--- src/rtl/pipeline_pkg.sv ---
// Shared definitions for the pipeline hazard unit: opcode encodings,
// the in-flight slot record and the hazard FSM states.
package pipeline_pkg;

    localparam int MAX_RW = 8;

    localparam logic [4:0] OP_MOV  = 5'b00000;
    localparam logic [4:0] OP_ADD  = 5'b00001;
    localparam logic [4:0] OP_SUB  = 5'b00010;
    localparam logic [4:0] OP_CMP  = 5'b00011;
    localparam logic [4:0] OP_LD   = 5'b00100;
    localparam logic [4:0] OP_ST   = 5'b00101;
    localparam logic [4:0] OP_BRZ  = 5'b01001;
    localparam logic [4:0] OP_BRN  = 5'b01010;
    localparam logic [4:0] OP_CALL = 5'b01100;
    localparam logic [4:0] OP_LDI  = 5'b10000;
    localparam logic [4:0] OP_ADDI = 5'b10001;
    localparam logic [4:0] OP_SUBI = 5'b10010;
    localparam logic [4:0] OP_CMPI = 5'b10011;
    localparam logic [4:0] OP_SHL  = 5'b10110;

    // A call always links into R7.
    localparam logic [MAX_RW-1:0] CALL_DST = 8'd7;

    typedef struct packed {
        logic              valid;
        logic              wr_rf;
        logic              wr_nz;
        logic              is_load;
        logic [MAX_RW-1:0] dst;
    } slot_rec_t;

    typedef enum logic [1:0] {
        RUN,
        STALL,
        FLUSH
    } haz_state_e;

endpackage

--- src/rtl/hazard_opcode_class.sv ---
// Combinational opcode classifier: which operands an opcode reads and
// which architectural state (register file, NZ flags) it writes.
module hazard_opcode_class
    import pipeline_pkg::*;
(
    input  logic [4:0] opcode,
    output logic       wr_rf,
    output logic       wr_nz,
    output logic       is_load,
    output logic       is_call,
    output logic       rd_rx,
    output logic       rd_ry,
    output logic       rd_nz
);

    always_comb begin
        wr_rf   = 1'b0;
        wr_nz   = 1'b0;
        is_load = 1'b0;
        is_call = 1'b0;
        rd_rx   = 1'b0;
        rd_ry   = 1'b0;
        rd_nz   = 1'b0;
        case (opcode)
            OP_MOV:           begin wr_rf = 1'b1; rd_ry = 1'b1; end
            OP_ADD, OP_SUB:   begin wr_rf = 1'b1; wr_nz = 1'b1; rd_rx = 1'b1; rd_ry = 1'b1; end
            OP_CMP:           begin wr_nz = 1'b1; rd_rx = 1'b1; rd_ry = 1'b1; end
            OP_LD:            begin wr_rf = 1'b1; is_load = 1'b1; rd_ry = 1'b1; end
            OP_ST:            begin rd_rx = 1'b1; rd_ry = 1'b1; end
            OP_BRZ, OP_BRN:   rd_nz = 1'b1;
            OP_CALL:          begin wr_rf = 1'b1; is_call = 1'b1; end
            OP_LDI:           wr_rf = 1'b1;
            OP_ADDI, OP_SUBI: begin wr_rf = 1'b1; wr_nz = 1'b1; rd_rx = 1'b1; end
            OP_CMPI:          begin wr_nz = 1'b1; rd_rx = 1'b1; end
            OP_SHL:           begin wr_rf = 1'b1; rd_rx = 1'b1; end
            default:          ;
        endcase
    end

endmodule

--- src/rtl/pipeline_hazard_unit.sv ---
// Execute-to-writeback scoreboard: RAW stall, forwarding selects and branch flush.
// Define HAZ_FWD_EN to enable forwarding; otherwise consumers wait for writeback.
module pipeline_hazard_unit
    import pipeline_pkg::*;
#(
    parameter  int DEPTH    = 3,
    parameter  int NUM_REGS = 8,
    parameter  int CNT_W    = 16,
    localparam int RW       = $clog2(NUM_REGS),
    localparam int SW       = $clog2(DEPTH)
) (
    input  logic             clk,
    input  logic             reset,
    input  logic             dec_valid,
    input  logic [4:0]       dec_opcode,
    input  logic [RW-1:0]    dec_rx,
    input  logic [RW-1:0]    dec_ry,
    input  logic             br_taken,
    output logic             dec_stall,
    output logic             flush_fd,
    output logic             fwd_x_hit,
    output logic             fwd_y_hit,
    output logic             fwd_nz_hit,
    output logic [SW-1:0]    fwd_x_slot,
    output logic [SW-1:0]    fwd_y_slot,
    output logic [SW-1:0]    fwd_nz_slot,
    output logic [CNT_W-1:0] stall_cnt
);

    slot_rec_t  slots [DEPTH];
    slot_rec_t  dec_rec;
    haz_state_e state, state_next;

    logic c_wr_rf, c_wr_nz, c_is_load, c_is_call, c_rd_rx, c_rd_ry, c_rd_nz;
    logic hazard;
    logic [MAX_RW-1:0] rx_ext, ry_ext;
    logic [DEPTH-2:0]  match_x, match_y, match_nz;

    hazard_opcode_class u_class (
        .opcode  (dec_opcode),
        .wr_rf   (c_wr_rf),
        .wr_nz   (c_wr_nz),
        .is_load (c_is_load),
        .is_call (c_is_call),
        .rd_rx   (c_rd_rx),
        .rd_ry   (c_rd_ry),
        .rd_nz   (c_rd_nz)
    );

    assign rx_ext = MAX_RW'(dec_rx);
    assign ry_ext = MAX_RW'(dec_ry);

    always_comb begin
        dec_rec         = '0;
        dec_rec.valid   = 1'b1;
        dec_rec.wr_rf   = c_wr_rf;
        dec_rec.wr_nz   = c_wr_nz;
        dec_rec.is_load = c_is_load;
        dec_rec.dst     = c_is_call ? MAX_RW'(CALL_DST[RW-1:0]) : rx_ext;
    end

    // The writeback slot is excluded: the register file writes through.
    always_comb begin
        match_x  = '0;
        match_y  = '0;
        match_nz = '0;
        for (int i = 0; i < DEPTH - 1; i++) begin
            match_x[i]  = dec_valid & c_rd_rx & slots[i].valid & slots[i].wr_rf & (slots[i].dst == rx_ext);
            match_y[i]  = dec_valid & c_rd_ry & slots[i].valid & slots[i].wr_rf & (slots[i].dst == ry_ext);
            match_nz[i] = dec_valid & c_rd_nz & slots[i].valid & slots[i].wr_nz;
        end
    end

`ifdef HAZ_FWD_EN
    function automatic logic [SW:0] youngest(input logic [DEPTH-2:0] m);
        youngest = '0;
        for (int i = DEPTH - 2; i >= 0; i--) begin
            if (m[i]) youngest = {1'b1, SW'(i)};
        end
    endfunction

    logic [SW:0] sel_x, sel_y, sel_nz;
    logic        load_x, load_y;

    assign sel_x  = youngest(match_x);
    assign sel_y  = youngest(match_y);
    assign sel_nz = youngest(match_nz);

    // A load still in execute has no data yet; it becomes forwardable from slot 1.
    assign load_x = sel_x[SW] && (sel_x[SW-1:0] == '0) && slots[0].is_load;
    assign load_y = sel_y[SW] && (sel_y[SW-1:0] == '0) && slots[0].is_load;
    assign hazard = load_x | load_y;

    assign fwd_x_hit   = sel_x[SW] & ~load_x;
    assign fwd_y_hit   = sel_y[SW] & ~load_y;
    assign fwd_nz_hit  = sel_nz[SW];
    assign fwd_x_slot  = fwd_x_hit ? sel_x[SW-1:0] : '0;
    assign fwd_y_slot  = fwd_y_hit ? sel_y[SW-1:0] : '0;
    assign fwd_nz_slot = sel_nz[SW-1:0];
`else
    assign hazard      = (|match_x) | (|match_y) | (|match_nz);
    assign fwd_x_hit   = 1'b0;
    assign fwd_y_hit   = 1'b0;
    assign fwd_nz_hit  = 1'b0;
    assign fwd_x_slot  = '0;
    assign fwd_y_slot  = '0;
    assign fwd_nz_slot = '0;
`endif

    assign dec_stall = hazard & ~br_taken;
    assign flush_fd  = br_taken & reset;

    always_ff @(posedge clk or negedge reset) begin
        if (!reset) begin
            for (int i = 0; i < DEPTH; i++) slots[i] <= '0;
        end else begin
            slots[0] <= (dec_valid && !dec_stall && !br_taken) ? dec_rec : '0;
            for (int i = 1; i < DEPTH; i++) slots[i] <= slots[i-1];
        end
    end

    always_comb begin
        state_next = state;
        case (state)
            RUN:     if (br_taken) state_next = FLUSH; else if (hazard) state_next = STALL;
            STALL:   if (br_taken) state_next = FLUSH; else if (!hazard) state_next = RUN;
            FLUSH:   if (!br_taken) state_next = RUN;
            default: state_next = RUN;
        endcase
    end

    always_ff @(posedge clk or negedge reset) begin
        if (!reset) begin
            state     <= RUN;
            stall_cnt <= '0;
        end else begin
            state <= state_next;
            if (dec_stall && (stall_cnt != '1)) stall_cnt <= stall_cnt + CNT_W'(1);
        end
    end

endmodule

--- config.mk ---
export PLATFORM = sky130hd
export DESIGN_NAME = pipeline_hazard_unit
export DESIGN_NICKNAME = d
export VERILOG_FILES = /design/src/rtl/pipeline_pkg.sv /design/src/rtl/hazard_opcode_class.sv /design/src/rtl/pipeline_hazard_unit.sv
export SDC_FILE = /design/constraint.sdc
export NUM_CORES = 1
export LEC_CHECK = 0
export BUFFER_PORTS_ARGS = -buffer_cell sky130_fd_sc_hd__buf_2
export CORE_MARGIN = 2
export CORE_UTILIZATION = 55
export CTS_CLUSTER_DIAMETER = 30
export CTS_CLUSTER_SIZE = 20
export DETAILED_ROUTE_END_ITERATION = 6
export PLACE_DENSITY_LB_ADDON = 0.05
export SKIP_LAST_GASP = 1
export SLEW_MARGIN = 20
export SYNTH_ARGS = -nofsm -noshare
export SYNTH_HDL_FRONTEND = slang
export SYNTH_SLANG_ARGS = --single-unit
export TNS_END_PERCENT = 1
--- constraint.sdc ---
create_clock -name clk -period 5.2 [get_ports clk]
set_input_delay 1.3 -clock clk [delete_from_list [all_inputs] [get_ports clk]]
set_output_delay 1.3 -clock clk [all_outputs]
set_load 0.1 [all_outputs]
==> metrics.sh, run 1 <==
GRT_MAX_DEGREE=30
NETLIST_TOP_CELLS_COUNT='dfrtp_1, xor2_1, xnor2_1'
PERIOD_MINUS_SLACK_NS=4.20
TIMING_WORST_SLEW_PIN_VALUE_NS=0.494
VIAS_IN_THE_FIRST_GLOBAL_ROUTE=1063
YS_TYPES=39
CRITPATHREQUIREDTIME_NS=3.90
HOLD_SLACK_NS=0.395
WORST_SLEW_MARGIN_REL=0.669
DRT-WIRELENGTH-PER-CELL_UM=13.7
SLOWEST_DELAY_NS=0.46
SETUP_FAILING_EPS_FINAL=0
TIMING.CRITICAL_PATH.CELLS='buf_2 -> xor2_1 -> nor4_2 -> o211ai_2 -> a31oi_4 -> buf_4 -> buf_2'
WORST_SETUP_PATH_START_KIND='input port'
POST_SYNTH_INST_COUNT=138
VIAS=1121
WIRE_LENGTH_OF_THE_FIRST_GLOBAL_ROUTING_PASS_MM=4.82
DIE_X_UM=56.9
FINALMAXSLEWVIOLATIONS=0
CRITPATHARRIVALTIME_NS=2.90
ANTENNA_FOUND_INITIAL=0
IR_DROP_uV=136
AVGVIACOUNTPERCELL=5.50
PORT_BUFFERS=32
LAYOUT.AREA.SEQ_UM2=701
LAYOUT.NETS=191
CP_COMMON_CELL='buf_2'
POST_PLACEMENT_CELL_COUNT=201
FLOPS_LATCHES_SYNTH=28
ANTENNA_LEFT=0
FINALSETUPTNS_NS=0
ANTENNA_CELLS_INSERTED=0
CRITPATHBUFINV=3
AVERAGE_SIZE_OF_A_MAPPED_CELL_UM2=11.2
FIRST_PASS_ITERS=4
RSZ0062_AT_GRT='false'
CLOCK_TREE.ROOT_CELL='clkbuf_4'
WORSTSKEWPAIRLATENCY_NS=0.31
HOLD_BUFFERS=0
POST_CTS.REPAIR.SETUP_BUFFERS=0
FP.DIEH_UM=56.9
AREAGROWTHSYNTHTOFINISH_PCT=12.2
INITIAL_UTIL=0.568
DETAILED_PLACE_HPWL_MM=2.10
STD_CELL_CORE_AREA_UM2=2710
TRITONCTS='done'
SYNTH-MAIN-FF-CELL='dfrtp_1'
FINAL.FILL_COUNT=248
SYNTH_TOP_CELL_BY_AREA='dfrtp_1'
YS_ASYNC_SR_FRACTION=1.00
MAX_FREQ_MHz=238
R2R_CELLS=7
PLACEMENT_ROWS=19
STANDBY_LEAKAGE_POWER_nW=0.866
FINAL_LAYOUT_SIZE_SUFFIX_GT1_FRAC=0.318
CP_TOP_FAMILY='buffers and inverters'
POWER-PER-CELL-AREA_nW_PER_UM2=219
CTS_MAX_LEVEL=1
DRT_DRC_VIOLATIONS_LEFT=0
DRT_ITER0_MARKERS=38
CRITPATHMAXFANOUT=16
FIN_WORST_SKEW_NS=0.00113
WL_MM=2.80
CTSLONGESTPATHBUFFERS=2
INSTANCES_NO_FILL=204
CLOCK_PIN_SLEW_ON_THE_WORST_SETUP_AND_HOLD_PATHS_NS=0.14
CAP_VIOLATIONS=0
TIMING.SETUP.CRITICAL_PATH_CLASS='input port to output port'
FINALCRITPERIODSHARE=0.807
SETUP.WORST_PATH.END_CLASS='output port'
TOTAL_POWER_uW=378
CLOCK_SINK_COUNT=28
GPL.FINAL_WEIGHTED_CONGESTION=0.875
SYNTH_TOP_CELLS_BY_AREA='dfrtp_1, xor2_1, xnor2_1'
SYN-CELL-AREA_UM2=1540
TIMING_HOLD_VIOLATIONS_FINAL=0
WORST_HOLD_PATH.NUM_CELLS=0
SYNTH_ENABLE_FLOP_CELLS=0
NETLIST.AREA_LEADER.SHARE=0.455
MULTI_INPUT_AREA_UM2=774
DIE_AREA_UM2=3240
YOSYSWARNINGS=0
GLOBALROUTEOVERFLOWTOTAL=0
TOP_LEVEL_PORTS=42
GRT_USAGE=0.188
WORST_HOLD_PATH_TYPE='register to register'
RUN_STATUS='complete, no violations'
WORST-PATH-STAGES=7
TRITONCTS.NUM_BUFFERS=3
CRIT_SLOWEST_CELL='buf_2'
PROPORTION_OF_SYNTHESIZED_CHIP_AREA_IN_SEQUENTIAL_CELLS=0.455
POST_CTS_RESIZED=0
LEADING_CELL_TYPE_BY_NUMBER_OF_INSTANCES_AFTER_SYNTHESIS='dfrtp_1'
-- stage by stage --
stage               setup WS [ns]   util  cell area, µm²
finish                       1.00  0.637            1730
global route                0.911  0.637            1730
CTS                         0.981  0.637            1730
detailed placement           1.00  0.629            1700
global placement            0.999  0.629            1700
floorplan                    1.49      -            1570
-- worst reg2reg max path: stages, from the launching register on --
cell and delay, ns:
dfrtp_1 0.44, xor2_1 0.19, nor4_2 0.27, o211ai_2 0.14
a31oi_4 0.17, buf_4 0.24, nand4_2 0.14, mux2_4 0.31
-- power by group --
group	switching, mW	internal (mW)	total, mW
Combinational	0.0540	0.0133	0.0673
Clock	0.0580	0.0271	0.0851
Sequential	0.00353	0.222	0.225
Total	0.116	0.262	0.378
-- cells by family (layout without fill, tap and decap cells) --
kind of cell / after synthesis / in the layout / synth area share
flip-flops: 28 / 28 / 0.455
buffers and inverters: 14 / 41 / 0.0610
multiplexers: 3 / 3 / 0.0268
AO/OA/AOI/OAI: 10 / 10 / 0.0561
adder cells (fa/ha/maj): 1 / 1 / 0.00813
other: 1 / 9 / 0.00244
XOR/XNOR: 27 / 27 / 0.154
AND/OR/NAND/NOR: 54 / 54 / 0.237
-- sequential cells by signal, summed over array words and instances, names as in the netlist --
name and count:
stall_cnt 16, slots 12
-- area by class of cell --
| cell class | instances | share of cell area |
|---|---|---|
| inverter | 4 | 0.00870 |
| sequential | 28 | 0.406 |
| multi-input combinational | 104 | 0.449 |
| clock buffer | 3 | 0.0130 |
| timing repair buffer | 34 | 0.101 |
| tap | 31 | 0.0225 |
-- metal layers --
layer  part of all wire  GRT usage
met1               0.42      0.250
met2               0.53      0.315
met3              0.053     0.0230
met4             0.0057     0.0631
met5                  0          0
-- path summary, 6_finish.rpt --
path / slack, ns / end / from
setup / recovery: 1.00 / dec_stall / dec_rx[2]
max in group asynchronous: 3.98 / slots[34] / reset
hold / removal: 0.39 / slots[21] / slots[33]
hold reg to reg: 0.39 / slots[21] / slots[33]
min in group asynchronous: 0.96 / stall_cnt[0] / reset
setup reg to reg: 3.21 / stall_cnt[12] / slots[26]
-- layout by cell type (no fill, tap or decap), types with 2 or more instances in the layout --
cell type  count
buf_2         32
dfrtp_1       28
xor2_1        14
xnor2_1       13
nand2_1       10
conb_1         9
nor2_1         6
nand3_1        5
nand3_2        5
inv_1          4
and3_1         4
nor4_1         3
a21oi_1        3
nand4_1        3
clkbuf_4       3
nor4_2         2
and2_1         2
and3_4         2
mux2_4         2
nand4_2        2
buf_4          2
No activity file was read; power rests on OpenSTA's default activity.
==> run 2: changes to the inputs <==
CORE_UTILIZATION = 51   (was 55)
clock period = 4 ns   (was 5.2 ns; I/O delays follow)
==> metrics.sh, run 2 (synthesis results as in run 1) <==
ANTENNA_FOUND_INITIAL=0  # unchanged
PERIOD_MINUS_SLACK_NS=3.17
POST_CTS_RESIZED=0  # unchanged
TIMING_WORST_SLEW_PIN_VALUE_NS=0.497  # was 0.494 ns
SETUP.WORST_PATH.END_CLASS='output port'  # unchanged
MOST-COMMON-LAYOUT-CELLS='buf_2, dfrtp_1, xor2_1, xnor2_1, nand2_1'  # unchanged
DIE_X_UM=58.9  # was 56.9 µm
IR_DROP_uV=135  # was 136 µV
ANTENNA_CELLS_INSERTED=0  # unchanged
HOLD_BUFFERS=0  # unchanged
INITIAL_UTIL=0.549  # was 0.568
ANTENNA_LEFT=0  # unchanged
CLOCK_TREE.ROOT_CELL='clkbuf_4'  # unchanged
GLOBALROUTEOVERFLOWTOTAL=0  # unchanged
RUN_STATUS='finished, violations left'  # was complete, no violations
FINALMAXSLEWVIOLATIONS=0  # unchanged
FINALCRITPERIODSHARE=0.792
GRT_MAX_DEGREE=29  # was 30
PLACEMENT_ROWS=19  # unchanged
LAYOUT_COMMONEST_CELL='buf_2'  # unchanged
AREAGROWTHSYNTHTOFINISH_PCT=13.2  # was 12.2%
FINAL_LAYOUT_SIZE_SUFFIX_GT1_FRAC=0.318  # unchanged
CAP_VIOLATIONS=0  # unchanged
FIN_WORST_SKEW_NS=0.00786  # was 0.00113 ns
AVGVIACOUNTPERCELL=5.41  # was 5.50
CRITPATHREQUIREDTIME_NS=3.00  # was 3.90 ns
PORT_BUFFERS=32  # unchanged
FP.DIEH_UM=58.9  # was 56.9 µm
UTILIZATION=0.621  # was 0.637
SETUP_FAILING_EPS_FINAL=0  # unchanged
LAYOUT.AREA.SEQ_UM2=701  # unchanged
TOP_LEVEL_PORTS=42  # unchanged
POST_PLACEMENT_CELL_COUNT=201  # unchanged
LARGEST-REGISTER='stall_cnt'  # unchanged
CLOCK_PIN_SLEW_ON_THE_WORST_SETUP_AND_HOLD_PATHS_NS=0.13  # was 0.14 ns
POST_CTS.REPAIR.SETUP_BUFFERS=0  # unchanged
FINALSETUPTNS_NS=0  # unchanged
STANDBY_LEAKAGE_POWER_nW=0.869  # was 0.866 nW
VIAS=1104  # was 1,121
STD_CELL_CORE_AREA_UM2=2810  # was 2710 µm²
CRITPATHARRIVALTIME_NS=2.17  # was 2.90 ns
WORST_HOLD_PATH_TYPE='register to register'  # unchanged
HOLD_SLACK_NS=0.400  # was 0.395 ns
LARGEST_REGISTER_FFS=16  # unchanged
MULTI_INPUT_AREA_UM2=774  # unchanged
TRITONCTS='done'  # unchanged
CRITPATHMAXFANOUT=3  # was 16
INSTANCES_NO_FILL=204  # unchanged
DRT_ITER0_MARKERS=29  # was 38
GRT_USAGE=0.175  # was 0.188
DRT_DRC_VIOLATIONS_LEFT=3  # was 0
TIMING_HOLD_VIOLATIONS_FINAL=0  # unchanged
FINAL.FILL_COUNT=247  # was 248
WL_MM=2.73  # was 2.80 mm
MAX_FREQ_MHz=315
CTSLONGESTPATHBUFFERS=2  # unchanged
WORSTSKEWPAIRLATENCY_NS=0.32  # was 0.31 ns
DIE_AREA_UM2=3470  # was 3240 µm²
TIMING.SETUP.CRITICAL_PATH_CLASS='input port to output port'  # unchanged
DETAILED_PLACE_HPWL_MM=2.14  # was 2.10 mm
LAYOUT_TOP_REGISTERS='stall_cnt (16), slots (12)'  # unchanged
GPL.FINAL_WEIGHTED_CONGESTION=0.901  # was 0.875
LAYOUT.NETS=191  # unchanged
TRITONCTS.NUM_BUFFERS=3  # unchanged
RSZ0062_AT_GRT='false'  # unchanged
VIAS_IN_THE_FIRST_GLOBAL_ROUTE=1059  # was 1,063
WORST_SETUP_PATH_START_KIND='input port'  # unchanged
POWER-PER-CELL-AREA_nW_PER_UM2=284  # was 219 nW/µm²
WIRE_LENGTH_OF_THE_FIRST_GLOBAL_ROUTING_PASS_MM=4.67  # was 4.82 mm
WORST_SLEW_MARGIN_REL=0.667  # was 0.669
DRT-WIRELENGTH-PER-CELL_UM=13.4  # was 13.7 µm
CLOCK_SINK_COUNT=28  # unchanged
CTS_MAX_LEVEL=1  # unchanged
VIOLATIONS='design-rule violations'
FIRST_PASS_ITERS=6  # was 4
==> run 2: cell counts in the layout (fill, tap and decap cells not counted) <==
No cell type changed its count.
==> run 2: critical path, cell delays in order <==
cell and delay [ns]:
buf_2 0.12, xor2_1 0.16, nor4_2 0.29, o211ai_2 0.16
a31oi_4 0.23, buf_12 0.20
==> run 2: final timing paths <==
| kind | start | end | slack (ns) | cells past startpoint |
|---|---|---|---|---|
| max in group asynchronous | reset | slots[12] | 3.09 | 2 |
| hold / removal | slots[34] | slots[22] | 0.40 | 0 |
| min in group asynchronous | reset | stall_cnt[6] | 0.66 | 2 |
| setup / recovery | dec_rx[2] | dec_stall | 0.83 | 6 |
| setup reg to reg | slots[26] | stall_cnt[1] | 1.90 | 7 |
| hold reg to reg | slots[34] | slots[22] | 0.40 | 0 |
==> run 2: layout make-up <==
class	instances	area share
clock buffer	3	0.0129
inverter	4	0.00862
multi-input combinational	104	0.445
sequential	28	0.402
tap	31	0.0223
timing repair buffer	34	0.109
==> run 2: routing by layer <==
layer,GRT usage,vias up,routed length (µm)
met5,0,-,0
met4,0.0390,0,24
met3,0.0308,4,124
met2,0.276,35,1260
met1,0.252,530,1330
li1,-,535,-
==> run 2: report_power, final <==
group / internal (mW) / total (mW) / leakage, nW / switching [mW]
clock network: 0.0353 / 0.114 / 0.0138 / 0.0785
registers: 0.289 / 0.293 / 0.385 / 0.00431
logic: 0.0173 / 0.0873 / 0.470 / 0.0700
total: 0.341 / 0.494 / 0.869 / 0.153
==> run 2: through the flow <==
stage	power [mW]	cell area, µm²	setup WS [ns]
finish	0.494	1740	0.830
global route	0.514	1740	0.735
CTS	0.496	1740	0.813
detailed placement	0.386	1720	0.814
global placement	0.385	1720	0.836
floorplan	0.369	1570	0.888
==> run 3: changes to the inputs <==
CORE_UTILIZATION = 46   (was 51)
clock period = 2.75 ns   (was 4 ns; I/O delays follow)
==> metrics.sh, run 3 (synthesis results as in run 1) <==
TIMING.SETUP.CRITICAL_PATH_CLASS='input port to output port'  # unchanged
LARGEST-REGISTER='stall_cnt'  # unchanged
GRT_USAGE=0.163  # was 0.175
POSTPLACECELLAREA_UM2=1750  # was 1720 µm²
SETUP.WORST_PATH.END_CLASS='output port'  # unchanged
ANTENNA_CELLS_INSERTED=0  # unchanged
DRT-WIRELENGTH-PER-CELL_UM=13.0  # was 13.4 µm
ANTENNA_FOUND_INITIAL=0  # unchanged
TIMING.CRITICAL_PATH.FROM='dec_ry[1]'  # was dec_rx[2]
FINAL_LAYOUT_SIZE_SUFFIX_GT1_FRAC=0.322  # was 0.318
TIMING_HOLD_VIOLATIONS_FINAL=0  # unchanged
CRITPATHARRIVALTIME_NS=1.88  # was 2.17 ns
STD_CELL_CORE_AREA_UM2=3280  # was 2810 µm²
TOP_LEVEL_PORTS=42  # unchanged
CLOCK_PIN_SLEW_ON_THE_WORST_SETUP_AND_HOLD_PATHS_NS=0.14  # was 0.13 ns
CAP_VIOLATIONS=0  # unchanged
DRT_DRC_VIOLATIONS_LEFT=0  # was 3
WORST_SETUP_PATH_START_KIND='input port'  # unchanged
CTS_MAX_LEVEL=1  # unchanged
FINALMAXSLEWVIOLATIONS=0  # unchanged
ANTENNA_LEFT=0  # unchanged
GRT_MAX_DEGREE=29  # unchanged
FP.DIEH_UM=61.8  # was 58.9 µm
PWR-SHARE-CLK=0.261  # was 0.230
GLOBALROUTEOVERFLOWTOTAL=0  # unchanged
WIRE_LENGTH_OF_THE_FIRST_GLOBAL_ROUTING_PASS_MM=4.53  # was 4.67 mm
AREAGROWTHSYNTHTOFINISH_PCT=16.3  # was 13.2%
IR_DROP_uV=195  # was 135 µV
RSZ0062_AT_GRT='false'  # unchanged
DIE_X_UM=61.8  # was 58.9 µm
PERIOD_MINUS_SLACK_NS=2.57
VIAS_IN_THE_FIRST_GLOBAL_ROUTE=1027  # was 1,059
INITIAL_UTIL=0.469  # was 0.549
TRITONCTS='done'  # unchanged
PWR-SHARE-COMB=0.172  # was 0.177
DIE_AREA_UM2=3820  # was 3470 µm²
SLOWEST_DELAY_NS=0.31  # was 0.29 ns
RUN_STATUS='complete, no violations'  # was finished, violations left
LARGEST_REGISTER_FFS=16  # unchanged
AVGVIACOUNTPERCELL=4.92  # was 5.41
PORT_BUFFERS=32  # unchanged
FIN_WS_NS=0.179  # was 0.830 ns
POST_CTS.REPAIR.SETUP_BUFFERS=0  # unchanged
WORST_HOLD_PATH_TYPE='input port to asynchronous set/reset pin'  # was register to register
GPL.FINAL_WEIGHTED_CONGESTION=0.828  # was 0.901
FINALSETUPTNS_NS=0  # unchanged
STANDBY_LEAKAGE_POWER_nW=0.880  # was 0.869 nW
SETUP_FAILING_EPS_FINAL=0  # unchanged
LAYOUT_TOP_REGISTERS='stall_cnt (16), slots (12)'  # unchanged
CLOCK_TREE.ROOT_CELL='clkbuf_4'  # unchanged
VIAS=1083  # was 1,104
CELLINTERNALPOWER_uW=528  # was 341 µW
FINALCRITPERIODSHARE=0.935
DRT_ITER0_MARKERS=63  # was 29
POWER-PER-CELL-AREA_nW_PER_UM2=421  # was 284 nW/µm²
SWITCHING_POWER_uW=225  # was 153 µW
LAYOUT.NETS=191  # unchanged
LAYOUT_COMMONEST_CELL='buf_2'  # unchanged
CTSLONGESTPATHBUFFERS=2  # unchanged
DETAILED_PLACE_HPWL_MM=2.18  # was 2.14 mm
CRIT_SLOWEST_CELL='nor4_1'  # was nor4_2
MOST-COMMON-LAYOUT-CELLS='buf_2, dfrtp_1, xor2_1, xnor2_1, nand2_1'  # unchanged
TIMING.CRITICAL_PATH.CELLS='buf_2 -> xor2_1 -> nor4_1 -> o21ai_1 -> a31oi_4 -> buf_12'  # was buf_2 -> xor2_1 -> nor4_2 -> o211ai_2 -> a31oi_4 -> buf_12
FIN_WORST_SKEW_NS=0.00123  # was 0.00786 ns
CRITPATHMAXFANOUT=2  # was 3
TRITONCTS.NUM_BUFFERS=3  # unchanged
HOLD_BUFFERS=0  # unchanged
MAX_FREQ_MHz=389
PLACEMENT_ROWS=21  # was 19
WORSTSKEWPAIRLATENCY_NS=0.32  # about the same
REG2REG_FROM='slots[25]'  # was slots[26]
HOLD_SLACK_NS=0.347  # was 0.400 ns
PLACEMENT.SETUP.WORST_SLACK_NS=0.185  # was 0.814 ns
DESIGN_AREA_UM2=1790  # was 1740 µm²
CLOCK_SINK_COUNT=28  # unchanged
FINAL.FILL_COUNT=300  # was 247
NETSWITCHINGFRACTION=0.299  # was 0.309
SEQUENTIALPOWERSHARE=0.566  # was 0.593
CRITPATHREQUIREDTIME_NS=2.06  # was 3.00 ns
WL_MM=2.86  # was 2.73 mm
POST_CTS_RESIZED=0  # unchanged
FIRST_PASS_ITERS=4  # was 6
run 3: changes by cell type in the layout (fill, tap and decap cells not counted):
| cell | delta |
|---|---|
| clkbuf_8 | +1 |
| buf_2 | -1 |
| buf_12 | +1 |
run 3: power groups by stage:
| stage | clock network, mW | logic [mW] | registers (mW) |
|---|---|---|---|
| finish | 0.197 | 0.130 | 0.426 |
| global route | 0.221 | 0.139 | 0.428 |
| CTS | 0.207 | 0.131 | 0.427 |
| detailed placement | 0 | 0.131 | 0.434 |
| global placement | 0 | 0.129 | 0.434 |
| floorplan | 0 | 0.0959 | 0.441 |
run 3: path summary, 6_finish.rpt:
path                                      end  slack [ns]  depth (start not counted)
worst max-delay path                dec_stall        0.18                          6
worst max register to register  stall_cnt[12]        0.59                          7
worst min-delay path                slots[33]        0.35                          2
max in group asynchronous        stall_cnt[6]        2.15                          2
min in group clk                    slots[21]        0.41                          0
worst min register to register      slots[21]        0.41                          0
run 3: worst max-delay path: cells and delay by family:
family	cells	cell delay, ns
compound gates	2	0.41
xor+xnor	1	0.15
buf+inv	2	0.32
simple gates	1	0.31
run 3: layout make-up:
cell class | instances | area [µm²] | share of cell area
clock buffers | 4 | 36.3 | 0.0203
repair buffers | 34 | 205 | 0.115
inverters | 4 | 15.0 | 0.00839
well taps | 46 | 57.6 | 0.0322
flip-flops and latches | 28 | 701 | 0.392
multi-input cells | 104 | 774 | 0.433
run 3: through the flow:
stage          total power, mW  utilization  instances
6_report                 0.753        0.545        220
3_3_place_gp             0.563        0.534        216
3_5_place_dp             0.565        0.534        216
2_1_floorplan            0.537            -        146
5_1_grt                  0.788        0.545        220
4_1_cts                  0.765        0.545        220
run 3: routing by layer:
metal / share of wire / global-route usage / up-vias
met2: 0.50 / 0.289 / 30
met1: 0.45 / 0.201 / 516
met4: 0.0087 / 0.0699 / 0
met5: 0 / 0 / -
met3: 0.041 / 0.0186 / 2
li1: - / - / 535
